### config.mk
export PLATFORM = sky130hd
export DESIGN_NAME = controller_ports_flat
export DESIGN_NICKNAME = d
export VERILOG_FILES = /design/src/rtl/controller_pkg.sv /design/src/rtl/controller_ports_if.sv /design/src/rtl/joypad_shifter.sv /design/src/rtl/controller_ports.sv /design/src/flat_wrapper.sv
export SDC_FILE = /design/constraint.sdc
export NUM_CORES = 1
export LEC_CHECK = 0
export ABC_AREA = 1
export CAP_MARGIN = 20
export CORE_MARGIN = 1.5
export CORE_UTILIZATION = 40
export DETAILED_ROUTE_END_ITERATION = 8
export MAX_ROUTING_LAYER = met4
export PLACE_DENSITY = 0.79
export SYNTH_ARGS = -nofsm -noshare
export SYNTH_HDL_FRONTEND = slang
export SYNTH_HIERARCHICAL = 1
export SYNTH_SLANG_ARGS = --single-unit
### constraint.sdc
create_clock -name clock -period 1.2 [get_ports clock]
set_input_delay 0.12 -clock clock [delete_from_list [all_inputs] [get_ports clock]]
set_output_delay 0.12 -clock clock [all_outputs]
set_load 0.01 [all_outputs]
### src/rtl/controller_pkg.sv
// Shared constants for the 2A03 controller-port responder: bus addresses,
// button bit positions and the open-bus filler for read data.
package controller_pkg;

  localparam logic [15:0] ADDR_JOY1        = 16'h4016;
  localparam logic [15:0] ADDR_JOY2        = 16'h4017;
  localparam logic [7:0]  OPEN_BUS_DEFAULT = 8'h40;
  localparam int          NUM_PADS         = 2;

  localparam int BTN_A      = 0;
  localparam int BTN_B      = 1;
  localparam int BTN_SELECT = 2;
  localparam int BTN_START  = 3;
  localparam int BTN_UP     = 4;
  localparam int BTN_DOWN   = 5;
  localparam int BTN_LEFT   = 6;
  localparam int BTN_RIGHT  = 7;

endpackage

### src/rtl/controller_ports_if.sv
// CPU-side bus bundle: the CPU is master, the controller-port block is slave.
interface controller_ports_if;
  logic [15:0] addr;
  logic        rw;
  logic [7:0]  data_in;
  logic [7:0]  data_out;
  logic        data_oe;

  modport master (output addr, rw, data_in, input data_out, data_oe);
  modport slave  (input addr, rw, data_in, output data_out, data_oe);
endinterface

### src/rtl/joypad_shifter.sv
// 4021-style parallel-in/serial-out register; ones fill in from the top so
// reads past the eighth button return 1.
module joypad_shifter (
  input  logic       clock,
  input  logic       reset,
  input  logic       load,
  input  logic       shift,
  input  logic [7:0] buttons,
  output logic       serial_out
);

  logic [7:0] sr_reg;

  always_ff @(posedge clock or posedge reset) begin
    if (reset) begin
      sr_reg <= 8'hFF;
    end else if (load) begin
      sr_reg <= buttons;
    end else if (shift) begin
      sr_reg <= {1'b1, sr_reg[7:1]};
    end
  end

  assign serial_out = sr_reg[0];

endmodule

### src/rtl/controller_ports.sv
// Controller-port responder: decodes $4016 writes into the strobe latch and
// serves one serial button bit per read of $4016/$4017.
module controller_ports
  import controller_pkg::*;
#(
  parameter logic [15:0] ADDR_PORT0 = ADDR_JOY1,
  parameter logic [15:0] ADDR_PORT1 = ADDR_JOY2,
  parameter logic [7:0]  OPEN_BUS   = OPEN_BUS_DEFAULT
) (
  input  logic               clock,
  input  logic               reset,
  controller_ports_if.slave  bus,
  input  logic [7:0]         pad0_buttons,
  input  logic [7:0]         pad1_buttons,
  output logic               strobe
);

  logic              strobe_reg;
  logic              strobe_write;
  logic [7:0]        pad_buttons [NUM_PADS];
  logic [15:0]       port_addr   [NUM_PADS];
  logic [NUM_PADS-1:0] port_sel;
  logic [NUM_PADS-1:0] port_serial;
  logic [NUM_PADS-1:0] port_bit;
  logic              unused_data_in;

  assign pad_buttons[0] = pad0_buttons;
  assign pad_buttons[1] = pad1_buttons;
  assign port_addr[0]   = ADDR_PORT0;
  assign port_addr[1]   = ADDR_PORT1;

  // Only $4016 owns the latch; $4017 writes belong to the APU frame counter.
  assign strobe_write   = !bus.rw && (bus.addr == ADDR_PORT0);
  assign unused_data_in = ^bus.data_in[7:1];

  always_ff @(posedge clock or posedge reset) begin
    if (reset) begin
      strobe_reg <= 1'b0;
    end else if (strobe_write) begin
      strobe_reg <= bus.data_in[0];
    end
  end

  assign strobe = strobe_reg;

  generate
    for (genvar gi = 0; gi < NUM_PADS; gi++) begin : g_port
      assign port_sel[gi] = bus.rw && (bus.addr == port_addr[gi]);

      joypad_shifter u_shifter (
        .clock      (clock),
        .reset      (reset),
        .load       (strobe_reg),
        .shift      (!strobe_reg && port_sel[gi]),
        .buttons    (pad_buttons[gi]),
        .serial_out (port_serial[gi])
      );

      // While strobed the pad is transparent, so A is seen live.
      assign port_bit[gi] = strobe_reg ? pad_buttons[gi][BTN_A] : port_serial[gi];
    end
  endgenerate

  always_comb begin
    bus.data_oe  = |port_sel;
    bus.data_out = 8'h00;
    if (port_sel[0]) begin
      bus.data_out = {OPEN_BUS[7:1], port_bit[0]};
    end else if (port_sel[1]) begin
      bus.data_out = {OPEN_BUS[7:1], port_bit[1]};
    end
  end

endmodule

### src/flat_wrapper.sv
// flat-port wrapper written by rule: the top's interface ports become plain ports
module controller_ports_flat import controller_pkg::*;
#(
  parameter logic [15:0] ADDR_PORT0 = ADDR_JOY1,
  parameter logic [15:0] ADDR_PORT1 = ADDR_JOY2,
  parameter logic [7:0]  OPEN_BUS   = OPEN_BUS_DEFAULT
)
  (clock, reset, pad0_buttons, pad1_buttons, strobe, bus_addr, bus_rw, bus_data_in, bus_data_out, bus_data_oe);
  controller_ports_if bus_i ();
  input  logic clock;
  input  logic reset;
  input  logic [7:0] pad0_buttons;
  input  logic [7:0] pad1_buttons;
  output logic strobe;
  input wire logic [$bits(bus_i.addr)-1:0] bus_addr;
  input wire logic [$bits(bus_i.rw)-1:0] bus_rw;
  input wire logic [$bits(bus_i.data_in)-1:0] bus_data_in;
  output wire logic [$bits(bus_i.data_out)-1:0] bus_data_out;
  output wire logic [$bits(bus_i.data_oe)-1:0] bus_data_oe;
  assign bus_i.addr = bus_addr;
  assign bus_i.rw = bus_rw;
  assign bus_i.data_in = bus_data_in;
  assign bus_data_out = bus_i.data_out;
  assign bus_data_oe = bus_i.data_oe;
  controller_ports #(.ADDR_PORT0(ADDR_PORT0), .ADDR_PORT1(ADDR_PORT1), .OPEN_BUS(OPEN_BUS)) u_core (.clock(clock), .reset(reset), .bus(bus_i), .pad0_buttons(pad0_buttons), .pad1_buttons(pad1_buttons), .strobe(strobe));
endmodule
Word level (Yosys, flattened, before mapping)
Cells that the tools add are included.
- equality and inequality tests: 2
- muxes and demuxes: 8
- reductions and logical operators: 10
- operators by type and width (kind ; number):
    two-way mux 8 bit ; 5
    equality test 16 x 15 -> 1 bit (second input constant) ; 2
    two-way mux 7 bit ; 1
    logical AND 1 bit ; 5
    nonzero test 2 bit ; 2
    logical NOT 1 bit ; 2
    two-way mux 1 bit ; 2
    OR reduction 2 bit ; 1
- register bits: 17
- bits of input ports: 43
- output and inout port bits: 10
- logic and storage cells: 23

Logic depth before layout (Yosys ltp)
- depth in word-level cells: 5
- gate-level depth with buffers: 11
- gate-level depth less buffers: 10

Hierarchy
The synthesis kept the hierarchy.
- modules (own cells, without submodules) (module ; times used ; cells each ; area each (µm²) ; sequential area each (µm²)):
    joypad_shifter ; 2 ; 47 ; 401.6 ; 210.2
    controller_ports ; 1 ; 49 ; 280.3 ; 25.0

Worst setup path after synthesis
No wires, ideal clock.
- kind: register to register
- start: register u_core.strobe_reg (netlist: u_core/strobe)
- end: register u_core.g_port[0].u_shifter.sr_reg[7]
- arrival time: 0.993 ns
- data required time: 1.125 ns
- setup slack: 0.132 ns
- stages on the path, launching flop included: 7
- buffers on the path: 1
- cells stage by stage: dfrtp_1 -> nor2_1 -> buf_4 -> nor2_8 -> inv_2 -> nand2_1 -> nand2_1
- word-level cells in the longest chain between the ends: 3
- ends and longest elaborated chain (item ; RTL line ; RTL):
    start, declared ; controller_ports.sv:18 ; logic strobe_reg;
    start signal, assigned ; controller_ports.sv:40 ; strobe_reg <= bus.data_in[0];
    logical NOT 1 bit ; controller_ports.sv:54 ; .shift (!strobe_reg && port_sel[gi]),
    logical AND 1 bit ; controller_ports.sv:54 ;
    nonzero test 2 bit (no line) ; n/a ;
    end signal, assigned ; joypad_shifter.sv:18 ; sr_reg <= buttons;
    end signal, assigned ; joypad_shifter.sv:20 ; sr_reg <= {1'b1, sr_reg[7:1]};
    end, declared ; joypad_shifter.sv:12 ; logic [7:0] sr_reg;
Parallel ways exist; a longest one is shown, timed or not.
A chain may end at the register's enable or synchronous reset.

Final worst setup path
- start: register u_core.strobe_reg (netlist: u_core/strobe)
- end: output bus_data_out[0]
- word-level cells in the longest chain between the ends: 3
- ends and longest elaborated chain (item ; RTL line ; RTL):
    two-way mux 1 bit ; controller_ports.sv:60 ; assign port_bit[gi] = strobe_reg ? pad_buttons[gi][BTN_A] : port_serial[gi];
    two-way mux 7 bit ; controller_ports.sv:69 ; end else if (port_sel[1]) begin
    two-way mux 8 bit (*) ; controller_ports.sv:67 ; if (port_sel[0]) begin
    end, declared ; flat_wrapper.sv:18 ; output wire logic [$bits(bus_i.data_out)-1:0] bus_data_out;
Every way passes the cells marked *; elsewhere a longest branch is shown, timed or not.

==> report_table.html <==
<table>
<tr><th>Metric</th><th>Value</th></tr>
<tr><th colspan="2">Drt</th></tr>
<tr><td>Number of nets still failing antenna checks after routing</td><td>0</td></tr>
<tr><td>Detailed-route wire length per cell</td><td>12.6 um</td></tr>
<tr><td>Post-route DRC</td><td>0</td></tr>
<tr><td>Routed wire length</td><td>about 2.8 mm</td></tr>
<tr><td>Via count</td><td>roughly 1100</td></tr>
<tr><td>Drt via density</td><td>roughly 4.8</td></tr>
<tr><td>DRC violation total after the first TritonRoute iteration</td><td>14</td></tr>
<tr><td>First-pass iteration count of the detailed router</td><td>4</td></tr>
<tr><th colspan="2">Setup path</th></tr>
<tr><td>Element type at the critical path end</td><td>output port</td></tr>
<tr><td>CP startpoint kind</td><td>flip-flop</td></tr>
<tr><td>Worst Path Required</td><td>approximately 1100 ps</td></tr>
<tr><td>Category of the critical setup timing path</td><td>reg2out</td></tr>
<tr><td>R2R cell count</td><td>7</td></tr>
<tr><td>Slack of the worst reg-to-reg path</td><td>-190 ps</td></tr>
<tr><td>Reg2reg start</td><td>u_core/strobe$_DFFE_PP0P_</td></tr>
<tr><td>Data arrival time at the worst-slack endpoint</td><td>roughly 1300 ps</td></tr>
<tr><td>Endpoint of the most critical register-to-register path</td><td>u_core/g_port[1].u_shifter/sr_reg[0]$_DFFE_PP1P_</td></tr>
<tr><td>Largest fanout of any net on the critical path</td><td>5</td></tr>
<tr><th colspan="2">Yosys</th></tr>
<tr><td>Most common cell in the netlist</td><td>nand2_1</td></tr>
<tr><td>Top cell type by total area after synthesis</td><td>dfstp_2</td></tr>
<tr><td>Post-synthesis instance area</td><td>around 1100 um2</td></tr>
<tr><td>Top cells by count, synth</td><td>45 x nand2_1, 30 x nand3_1, 16 x dfstp_2</td></tr>
<tr><td>Leading cell types by total area after synthesis</td><td>dfstp_2 39%, nand2_1 16%, nand3_1 14%</td></tr>
<tr><td>Top_reg_cell synth</td><td>dfstp_2</td></tr>
<tr><td>Synthesized area per cell</td><td>between 7 and 8 um2</td></tr>
<tr><td>Library cells used by synthesis</td><td>20</td></tr>
<tr><td>Seq cells post-synth</td><td>17</td></tr>
<tr><td>Number of synthesized flops with an enable pin</td><td>0</td></tr>
<tr><td>Yosys warns</td><td>6</td></tr>
<tr><td>Share of the synthesized area in the top cell type</td><td>38.8%</td></tr>
<tr><td>Post-synthesis cell count</td><td>between 100 and 150</td></tr>
<tr><td>Fraction of registers with async set or reset after synthesis</td><td>100%</td></tr>
<tr><td>Sequential fraction of the synthesis area</td><td>41.1%</td></tr>
<tr><th colspan="2">STA</th></tr>
<tr><td>Final Hold Vio Count</td><td>0</td></tr>
<tr><td>Part of the cycle the worst path needs</td><td>117%</td></tr>
<tr><td>Final critical delay including setup and external delays</td><td>1400 ps</td></tr>
<tr><td>Unrepaired setup endpoints after global routing</td><td>true</td></tr>
<tr><td>Aggregate negative setup slack</td><td>-2910 ps</td></tr>
<tr><td>Count of endpoints failing setup in the final report</td><td>18</td></tr>
<tr><td>Max-slew violations</td><td>0</td></tr>
<tr><td>Worst clock skew on the final layout</td><td>between 9 and 10 ps</td></tr>
<tr><td>Highest attainable clock frequency</td><td>~0.71 GHz</td></tr>
<tr><td>Min setup slack post-route</td><td>-204 ps</td></tr>
<tr><th colspan="2">Run status</th></tr>
<tr><td>Outcome</td><td>complete, but fails checks</td></tr>
<tr><td>Violations in the final reports</td><td>negative setup slack</td></tr>
<tr><th colspan="2">Global route</th></tr>
<tr><td>Antenna violations before repair</td><td>0</td></tr>
<tr><td>Number of global-route vias before repair</td><td>~1000</td></tr>
<tr><td>Total global routing track utilization</td><td>about a fifth</td></tr>
<tr><td>Remaining Overflow, GRT</td><td>0</td></tr>
<tr><td>Wire length of the first global-routing pass</td><td>4.41 mm</td></tr>
<tr><td>Largest net degree at the start of global routing</td><td>11</td></tr>
<tr><th colspan="2">Floorplan</th></tr>
<tr><td>Die width</td><td>about 55 um</td></tr>
<tr><td>Row Count</td><td>18</td></tr>
<tr><td>IO Pins</td><td>53</td></tr>
<tr><td>Initial Util</td><td>a little over two fifths</td></tr>
<tr><td>Die area</td><td>between 3000 and 4000 um2</td></tr>
<tr><td>Height of the die</td><td>55.0 um</td></tr>
<tr><td>Std-Cell Core Area</td><td>roughly 2500 um2</td></tr>
<tr><th colspan="2">Finish</th></tr>
<tr><td>Fraction of final layout cells with drive strength greater than 1</td><td>about 45%</td></tr>
<tr><td>Layout overhead on the synthesized area</td><td>54.5%</td></tr>
<tr><td>Fin nets</td><td>around 240</td></tr>
<tr><td>Share of the core filled with cells in the final layout</td><td>roughly 66%</td></tr>
<tr><td>Antenna cell count</td><td>0</td></tr>
<tr><td>Flip-flop count of the largest register, all copies and words added</td><td>16</td></tr>
<tr><th colspan="2">Clock network</th></tr>
<tr><td>Clock Sinks</td><td>17</td></tr>
<tr><td>Buffers from clock root to sink, at most</td><td>2</td></tr>
<tr><td>Clk Tree Root Cell</td><td>clkbuf_4</td></tr>
<tr><td>CTS HTree Levels</td><td>1</td></tr>
<tr><td>Inserted Clock Buffers</td><td>3</td></tr>
<tr><td>Latest clock arrival within the worst-skew pair</td><td>between 200 and 300 ps</td></tr>
<tr><td>TritonCTS clock tree</td><td>yes</td></tr>
<tr><td>Clk slew on worst S/H paths</td><td>100 ps</td></tr>
<tr><th colspan="2">Power and ir drop</th></tr>
<tr><td>PD cells</td><td>roughly 620 nW/um2</td></tr>
<tr><td>Maximum vdd drop</td><td>0.000688 V</td></tr>
<tr><td>Leak Pwr</td><td>between 0.7 and 0.8 nW</td></tr>
<tr><td>Total Power</td><td>just over 1 mW</td></tr>
<tr><th colspan="2">Placed design</th></tr>
<tr><td>RePlAce Congestion</td><td>~0.79</td></tr>
<tr><td>Number of buffer cells added on primary ports</td><td>39</td></tr>
<tr><td>HPWL after detailed placement</td><td>a little under 2 mm</td></tr>
<tr><td>Pre-CTS setup slack</td><td>-738 ps</td></tr>
<tr><th colspan="2">Run</th></tr>
<tr><td>Number of max-cap violations</td><td>0</td></tr>
<tr><th colspan="2">Min path</th></tr>
<tr><td>Hold WC Path Type</td><td>in2async</td></tr>
</table>
[critical path, cell delays in order, from the launching register on]
cell and delay [ps]:
dfrtp_2 450, mux2i_1 230, nand2_1 80, nand2_1 80
nor2_2 30, buf_2 120
[layout by cell type, fill, tap and decap left out, types with 4 or more instances in the layout]
cell	Yosys	layout
buf_2	0	5
buf_4	9	11
buf_6	2	5
clkbuf_2	0	8
clkdlybuf4s50_1	0	18
conb_1	1	6
dfstp_2	16	16
dlygate4sd2_1	0	6
inv_1	12	11
inv_2	5	5
nand2_1	45	37
nand2_2	1	8
nand3_1	30	24
nand3_2	2	6
nor2_2	3	4
nor2_4	1	5
[layout make-up]
class                   instances  area, um2
flip-flops and latches         17        447
well taps                      30       37.5
clock inverters                 1       5.00
multi-input cells             103        609
fillers                       219        848
clock buffers                   3       22.5
repair buffers                 56        487
inverters                      17       66.3
[per-layer routing]
layer | up-vias | global-route usage, % | wire length (um)
li1 | 541 | - | -
met1 | 506 | 23.9 | 1170
met2 | 40 | 37.5 | 1500
met3 | 4 | 4.03 | 154
met4 | 0 | 6.10 | 27
met5 | - | - | 0
[stage by stage]
step                hold slack [ps]  cells  cell area (um2)
detailed placement              348    216             1520
finish                         35.6    227             1670
CTS                            20.2    224             1650
global placement                343    216             1520
floorplan                      -151    148             1100
global route                   22.7    227             1670
[power by group]
part | internal (mW) | total, mW | switching (mW)
Clock | 0.124 | 0.303 | 0.179
Combinational | 0.0912 | 0.153 | 0.0623
Sequential | 0.580 | 0.582 | 0.00181
[cells by family (layout without fill, tap and decap cells)]
family	count (synthesis)	count (layout)	share of synthesized area [%]
compound gates	2	2	0.923
buf+inv	28	77	14.2
flops	17	17	41.1
mux	1	1	0.924
other cells	1	6	0.346
simple gates	94	94	42.5
[worst max path at each step]
stage	from	to	slack [ps]	cells past startpoint
after floorplan	u_core/strobe$_DFFE_PP0P_	u_core/g_port[0].u_shifter/sr_reg[7]$_DFFE_PP1P_	130	6
after global placement	bus_addr[4]	bus_data_out[0]	-670	10
after detailed placement	bus_addr[4]	bus_data_out[0]	-740	10
after CTS	u_core/strobe$_DFFE_PP0P_	bus_data_out[0]	-200	5
after global routing	u_core/strobe$_DFFE_PP0P_	bus_data_out[0]	-280	5
final	u_core/strobe$_DFFE_PP0P_	bus_data_out[0]	-200	5
[what timing repair did]
action / in CTS / in global routing
endpoints found under the setup margin: 20 / 19
gates resized for setup: 71 / 24
hold buffers: 0 / 0
pin swaps: 23 / 22
setup buffers: 4 / 4
No activity file was read; power rests on OpenSTA's default activity.
